File: config.mk
export PLATFORM = sky130hd
export DESIGN_NAME = raddr_gen_2d
export DESIGN_NICKNAME = d
export VERILOG_FILES = /design/src/rtl/raddr_gen_2d_pkg.sv /design/src/rtl/raddr_credit_cnt.sv /design/src/rtl/raddr_gen_2d.sv
export SDC_FILE = /design/constraint.sdc
export NUM_CORES = 1
export LEC_CHECK = 0
export CAP_MARGIN = 20
export CORE_MARGIN = 5
export CORE_UTILIZATION = 61
export DETAILED_ROUTE_END_ITERATION = 8
export PLACE_DENSITY = 0.88
export SLEW_MARGIN = 40
export SYNTH_ARGS = -nofsm -noshare
export SYNTH_HDL_FRONTEND = slang
export SYNTH_HIERARCHICAL = 1
export SYNTH_SLANG_ARGS = --single-unit
File: constraint.sdc
create_clock -name clk -period 15.36 [get_ports clk]
set_input_delay 3.072 -clock clk [delete_from_list [all_inputs] [get_ports clk]]
set_output_delay 3.072 -clock clk [all_outputs]
set_load 0.005 [all_outputs]
File: src/rtl/raddr_gen_2d_pkg.sv
// rtl/raddr_gen_2d_pkg.sv - shared constants for the 2D read-address generator
package raddr_gen_2d_pkg;

   // One-hot walker states
   localparam logic [2:0] ST_IDLE  = 3'b001;
   localparam logic [2:0] ST_SEND  = 3'b010;
   localparam logic [2:0] ST_DRAIN = 3'b100;

   // Defaults for the data path geometry
   localparam int BEAT_BYTES_DEF = 128;
   localparam int AXI_LEN_W      = 8;

   // Credit counter width; covers limits up to 15 outstanding bursts
   localparam int CREDIT_W = 4;

endpackage

File: src/rtl/raddr_credit_cnt.sv
// rtl/raddr_credit_cnt.sv - outstanding-burst up/down counter with limit flag
module raddr_credit_cnt
   import raddr_gen_2d_pkg::*;
#(
   parameter int MAX_OUTSTANDING = 4
) (
   input  logic clk,
   input  logic rst,
   input  logic inc,
   input  logic dec,
   output logic credit_ok_next,
   output logic empty_next
);

   localparam logic [CREDIT_W-1:0] LIMIT   = CREDIT_W'(MAX_OUTSTANDING);
   localparam logic [CREDIT_W-1:0] CNT_TOP = '1;

   logic [CREDIT_W-1:0] cnt_q;
   logic [CREDIT_W-1:0] cnt_d;

   // Next count: simultaneous inc/dec cancel, never wrap past either end
   always_comb begin
      cnt_d = cnt_q;
      if (inc && !dec && (cnt_q != CNT_TOP)) begin
         cnt_d = cnt_q + CREDIT_W'(1);
      end else if (dec && !inc && (cnt_q != '0)) begin
         cnt_d = cnt_q - CREDIT_W'(1);
      end
   end

   // Count register
   always_ff @(posedge clk or posedge rst) begin
      if (rst) begin
         cnt_q <= '0;
      end else begin
         cnt_q <= cnt_d;
      end
   end

   // Flags look at the post-update count so the walker reacts this cycle
   assign credit_ok_next = (cnt_d < LIMIT);
   assign empty_next     = (cnt_d == '0);

endmodule

File: src/rtl/raddr_gen_2d.sv
// rtl/raddr_gen_2d.sv - AXI read-address generator walking a 2D burst rectangle
module raddr_gen_2d
   import raddr_gen_2d_pkg::*;
#(
   parameter int ADDR_W          = 64,
   parameter int LEN_W           = AXI_LEN_W,
   parameter int DIM_W           = 10,
   parameter int BEAT_BYTES      = BEAT_BYTES_DEF,
   parameter int MAX_OUTSTANDING = 4
) (
   input  logic              clk,
   input  logic              rst,
   input  logic              start_pulse,
   input  logic [ADDR_W-1:0] source_address,
   input  logic [ADDR_W-1:0] row_stride,
   input  logic [DIM_W-1:0]  col_num,
   input  logic [DIM_W-1:0]  row_num,
   input  logic [LEN_W-1:0]  burst_len,
   output logic [ADDR_W-1:0] m_axi_araddr,
   output logic [LEN_W-1:0]  m_axi_arlen,
   output logic              m_axi_arvalid,
   input  logic              m_axi_arready,
   input  logic              rd_burst_done,
   output logic              busy,
   output logic              done
);

   localparam int BEAT_SHIFT = $clog2(BEAT_BYTES);

   logic [2:0]        state_q,    state_d;
   logic [ADDR_W-1:0] araddr_q,   araddr_d;
   logic [LEN_W-1:0]  arlen_q,    arlen_d;
   logic              arvalid_q,  arvalid_d;
   logic              busy_q,     busy_d;
   logic              done_q,     done_d;
   logic [DIM_W-1:0]  col_q,      col_d;
   logic [DIM_W-1:0]  row_q,      row_d;
   logic [ADDR_W-1:0] row_base_q, row_base_d;
   logic [ADDR_W-1:0] stride_q,   stride_d;
   logic [DIM_W-1:0]  col_num_q,  col_num_d;
   logic [DIM_W-1:0]  row_num_q,  row_num_d;

   logic              hs;
   logic              credit_ok_next;
   logic              empty_next;
   logic [ADDR_W-1:0] burst_bytes;
   logic [ADDR_W-1:0] next_row_base;

   assign hs            = arvalid_q && m_axi_arready;
   assign burst_bytes   = (ADDR_W'(arlen_q) + ADDR_W'(1)) << BEAT_SHIFT;
   assign next_row_base = row_base_q + stride_q;

   raddr_credit_cnt #(
      .MAX_OUTSTANDING (MAX_OUTSTANDING)
   ) u_credit (
      .clk            (clk),
      .rst            (rst),
      .inc            (hs),
      .dec            (rd_burst_done),
      .credit_ok_next (credit_ok_next),
      .empty_next     (empty_next)
   );

   // Walker: latch the job, step column/row on each handshake, drain credits
   always_comb begin
      state_d    = state_q;
      araddr_d   = araddr_q;
      arlen_d    = arlen_q;
      arvalid_d  = arvalid_q;
      busy_d     = busy_q;
      done_d     = 1'b0;
      col_d      = col_q;
      row_d      = row_q;
      row_base_d = row_base_q;
      stride_d   = stride_q;
      col_num_d  = col_num_q;
      row_num_d  = row_num_q;
      case (state_q)
         ST_IDLE: begin
            if (start_pulse) begin
               araddr_d   = source_address;
               row_base_d = source_address;
               stride_d   = row_stride;
               col_num_d  = col_num;
               row_num_d  = row_num;
               arlen_d    = burst_len;
               col_d      = '0;
               row_d      = '0;
               busy_d     = 1'b1;
               arvalid_d  = credit_ok_next;
               state_d    = ST_SEND;
            end
         end
         ST_SEND: begin
            if (hs) begin
               if (col_q != col_num_q) begin
                  araddr_d  = araddr_q + burst_bytes;
                  col_d     = col_q + DIM_W'(1);
                  arvalid_d = credit_ok_next;
               end else if (row_q != row_num_q) begin
                  row_base_d = next_row_base;
                  araddr_d   = next_row_base;
                  col_d      = '0;
                  row_d      = row_q + DIM_W'(1);
                  arvalid_d  = credit_ok_next;
               end else begin
                  arvalid_d = 1'b0;
                  state_d   = ST_DRAIN;
               end
            end else if (!arvalid_q) begin
               // Credit is only consulted while arvalid is low, so a raised
               // arvalid is never withdrawn before its handshake
               arvalid_d = credit_ok_next;
            end
         end
         ST_DRAIN: begin
            if (empty_next) begin
               done_d  = 1'b1;
               busy_d  = 1'b0;
               state_d = ST_IDLE;
            end
         end
         default: begin
            state_d   = ST_IDLE;
            arvalid_d = 1'b0;
            busy_d    = 1'b0;
         end
      endcase
   end

   // State and datapath registers; reset abandons any walk in progress
   always_ff @(posedge clk or posedge rst) begin
      if (rst) begin
         state_q    <= ST_IDLE;
         araddr_q   <= '0;
         arlen_q    <= '0;
         arvalid_q  <= 1'b0;
         busy_q     <= 1'b0;
         done_q     <= 1'b0;
         col_q      <= '0;
         row_q      <= '0;
         row_base_q <= '0;
         stride_q   <= '0;
         col_num_q  <= '0;
         row_num_q  <= '0;
      end else begin
         state_q    <= state_d;
         araddr_q   <= araddr_d;
         arlen_q    <= arlen_d;
         arvalid_q  <= arvalid_d;
         busy_q     <= busy_d;
         done_q     <= done_d;
         col_q      <= col_d;
         row_q      <= row_d;
         row_base_q <= row_base_d;
         stride_q   <= stride_d;
         col_num_q  <= col_num_d;
         row_num_q  <= row_num_d;
      end
   end

   assign m_axi_araddr  = araddr_q;
   assign m_axi_arlen   = arlen_q;
   assign m_axi_arvalid = arvalid_q;
   assign busy          = busy_q;
   assign done          = done_q;

endmodule

==> flow_summary_export.csv <==
group,metric,value,unit
logic_synthesis,syn_area,17110,um^2
clock_network,cts_buffers,29,
clock_network,clk_latency,0.57,ns
routing,ant_nets,0,
clock_network,clockBufferDepth,3,
placement,dp_hpwl,42940,um
worst_setup_path,worstPathMaxFanout,27,
logic_synthesis,yosysSeqAreaShare,36.57,%
status,outcome,"finished, final reports clean",
sta,worst_clock_skew,0.01058,ns
routing,avgRoutedWirePerCell,23.31,um
sta,max_freq,162.7,MHz
power_and_ir_drop,ir_drop,125.4,uV
sta,worst_pin_slew,0.8670,ns
layout,num_antenna_cells,0,
worst_setup_path,cp.required,15.83,ns
logic_synthesis,synth_seq_cells,250,
logic_synthesis,synth_area_leaders,"dfrtp_1 (36%), mux2_2 (6.3%), ha_1 (5.6%)",
clock_network,path_clk_slew,0.06,ns
layout,num-fill-cells,2022,
worst_setup_path,setup.worst_path.end_class,"flop",
floorplanning,rows,61,
global_route,grt_pass1_vias,16770,
floorplanning,dieArea,31500,um^2
worst_setup_path,start_kind,"input pin",
logic_synthesis,synth_top_area_share,36.41,%
placement,port_buffers,235,
min_path,hold_depth,2,
power_and_ir_drop,power.density,262.3,nW/um^2
worst_setup_path,worstReg2RegStart,"state_q[0]$_DFFE_PP1P_",
power_and_ir_drop,power.leakage,8.560,nW
logic_synthesis,synth_cells,1951,
floorplanning,ios,236,
floorplanning,die_w,177.5,um
sta,finalSetupViolCount,0,
clock_network,tritoncts,"built",
placement,routabilityCongestion,1.006,
routing,viasPerCell,6.613,
routing,routed_wl,58830,um
job,drv_cap,0,
routing,vias,16690,
clock_network,cts_sinks,250,
floorplanning,start_util,61.76,%
floorplanning,fp.coreArea,27710,um^2
logic_synthesis,synthesis.nets,2191,
layout,nNetsFinal,2363,
floorplanning,die_h,177.5,um
logic_synthesis,synth_top_cell_by_area,"dfrtp_1",
routing,drtPass1Iterations,6,
sta,layout_min_cycle_time,6.145,ns
worst_setup_path,crit_type,"in -> reg",
global_route,track_usage,36.82,%
logic_synthesis,synth_top_flop_cell,"dfrtp_1",
power_and_ir_drop,power,5.415,mW
global_route,antenna_found_initial,0,
logic_synthesis,synth_edf_count,0,
routing,drc,0,
min_path,hold_class,"reg -> reg",
logic_synthesis,yosysWarnings,6,
sta,hold_viol_final,0,
sta,final.setup.tns,0,ns
logic_synthesis,synthDistinctLibCells,91,
global_route,grt_pass1_wl,92540,um
clock_network,cts.htree.levels,1,
layout,drive_gt1_share,9.786,%
min_path,min_from,"row_base_q[23]$_DFFE_PP0P_",
worst_setup_path,worstRegToRegCells,9,
clock_network,ctsHoldBuffers,0,
sta,rsz0062_at_grt,"no",
sta,slew_viol_final,0,
clock_network,cts_post_setup_buffers_inserted,0,
worst_setup_path,cp_data_arrival_time,6.61,ns
layout,area_delta_synth_final,20.63,%
logic_synthesis,syn-mean-instance-area,8.771,um^2
logic_synthesis,async_flop_share,100.0,%
worst_setup_path,crit_path_start,"m_axi_arready",
global_route,grt_max_degree,97,
sta,min_period_over_period,40.01,%
global_route,grt-ovfl-total,0,
sta,max-slew-margin-rel,42.20,%
routing,first_iter_violations,1813,
clock_network,cts_resized,0,
clock_network,root_buffer,"clkbuf_16",
==> cells in the final DEF, fill, tap and decap left out, types with 8 or more instances in the layout <==
cell | netlist | layout
a211oi_1 | 23 | 23
a21boi_0 | 9 | 9
a21o_1 | 40 | 40
a21oi_1 | 140 | 139
a31oi_1 | 47 | 47
and2_1 | 9 | 8
and3_1 | 31 | 31
and4_1 | 10 | 10
buf_4 | 1 | 14
clkbuf_1 | 73 | 8
clkbuf_16 | 0 | 29
clkbuf_8 | 0 | 10
clkdlybuf4s50_1 | 0 | 235
dfrtp_1 | 249 | 249
ha_1 | 77 | 77
inv_1 | 33 | 32
mux2_2 | 95 | 95
mux2i_1 | 16 | 16
nand2_1 | 237 | 235
nand2b_1 | 9 | 9
nand3_1 | 64 | 64
nand4_1 | 44 | 44
nor2_1 | 179 | 178
nor2b_1 | 10 | 10
nor3_1 | 39 | 39
nor4_1 | 10 | 10
o211ai_1 | 26 | 26
o21a_1 | 28 | 28
o21ai_0 | 91 | 91
o21ai_1 | 28 | 28
o21bai_1 | 16 | 16
o221ai_1 | 10 | 10
o22ai_1 | 10 | 10
o31ai_1 | 14 | 14
or2_2 | 8 | 8
or3_1 | 12 | 11
xnor2_1 | 53 | 53
xor2_1 | 65 | 65
==> metrics by stage <==
step	hold slack (ns)	instance area [um^2]	std cells	utilization, %	setup WS, ns
floorplan	0.4555	17110	1951	-	5.531
global placement	0.4684	19630	2469	70.86	8.730
detailed placement	0.4777	19650	2470	70.94	8.529
CTS	0.4910	20640	2524	74.49	9.104
global route	0.5102	20640	2524	74.51	9.086
finish	0.4900	20640	2524	74.51	9.215
==> power breakdown <==
group | switching [mW] | leakage (nW) | total, mW | internal, mW
Sequential | 0.321 | 2.98 | 1.29 | 0.970
Clock | 0.289 | 0.483 | 0.717 | 0.428
Combinational | 2.03 | 5.10 | 3.41 | 1.37
==> flip-flops by register name, indices dropped and copies added (netlist names) <==
register / count
u_credit/cnt_q: 4
row_num_q: 10
col_q: 10
m_axi_arvalid: 1
row_q: 10
stride_q: 64
state_q: 3
m_axi_araddr: 64
done: 1
busy: 1
col_num_q: 10
row_base_q: 64
m_axi_arlen: 8
==> layout make-up <==
type | count | area [um^2] | share of cell area (%)
multi-input combinational | 1556 | 10290 | 49.87
sequential | 250 | 6257 | 30.31
timing repair buffer | 253 | 2502 | 12.12
clock buffer | 47 | 893.4 | 4.328
tap | 378 | 473.0 | 2.291
inverter | 33 | 131.4 | 0.6364
clock inverter | 7 | 91.34 | 0.4425
==> routing by layer <==
metal | vias up | track usage, % | share of wire, %
li1 | 7475 | - | -
met1 | 8002 | 49.90 | 40
met2 | 998 | 58.82 | 46
met3 | 215 | 6.093 | 9.3
met4 | 0 | 15.76 | 5.1
met5 | - | 0 | 0
==> final timing paths <==
path | endpoint | slack [ns]
hold / removal | row_base_q[23]$_DFFE_PP0P_ | 0.49
setup / recovery | m_axi_araddr[30]$_DFFE_PP0P_ | 9.22
max in group asynchronous | row_base_q[15]$_DFFE_PP0P_ | 10.39
setup reg to reg | row_q[6]$_DFFE_PP0P_ | 11.30
min in group asynchronous | u_credit/cnt_q[3]$_DFF_PP0_ | 2.86
hold reg to reg | row_base_q[23]$_DFFE_PP0P_ | 0.49
==> synthesized netlist by cell type, types with 23 or more instances <==
master,count
a211oi_1,23
a21o_1,40
a21oi_1,140
a31oi_1,47
and3_1,31
buf_2,34
clkbuf_1,73
dfrtp_1,249
ha_1,77
inv_1,33
mux2_2,95
nand2_1,237
nand3_1,64
nand4_1,44
nor2_1,179
nor3_1,39
o211ai_1,26
o21a_1,28
o21ai_0,91
o21ai_1,28
xnor2_1,53
xor2_1,65
==> worst max-delay path, stage by stage <==
cell and delay [ns]:
clkdlybuf4s50_1 0.47, and2_1 0.28, nand3b_1 0.13, a21oi_2 0.14, buf_4 0.30, o31a_2 0.60, buf_4 0.51, nand2_1 0.52
a21oi_1 0.27, o21ai_0 0.14, o211ai_1 0.14
==> cell families after synthesis <==
group / Yosys count / share of synthesized area [%]
AND/OR/NAND/NOR: 687 / 18.77
AO/OA/AOI/OAI: 560 / 22.02
flip-flops: 250 / 36.57
buffers and inverters: 145 / 3.451
XOR/XNOR: 119 / 6.135
multiplexers: 111 / 7.188
adder cells (fa/ha/maj): 79 / 5.864
Note: power is estimated with default switching activity, not from simulation.
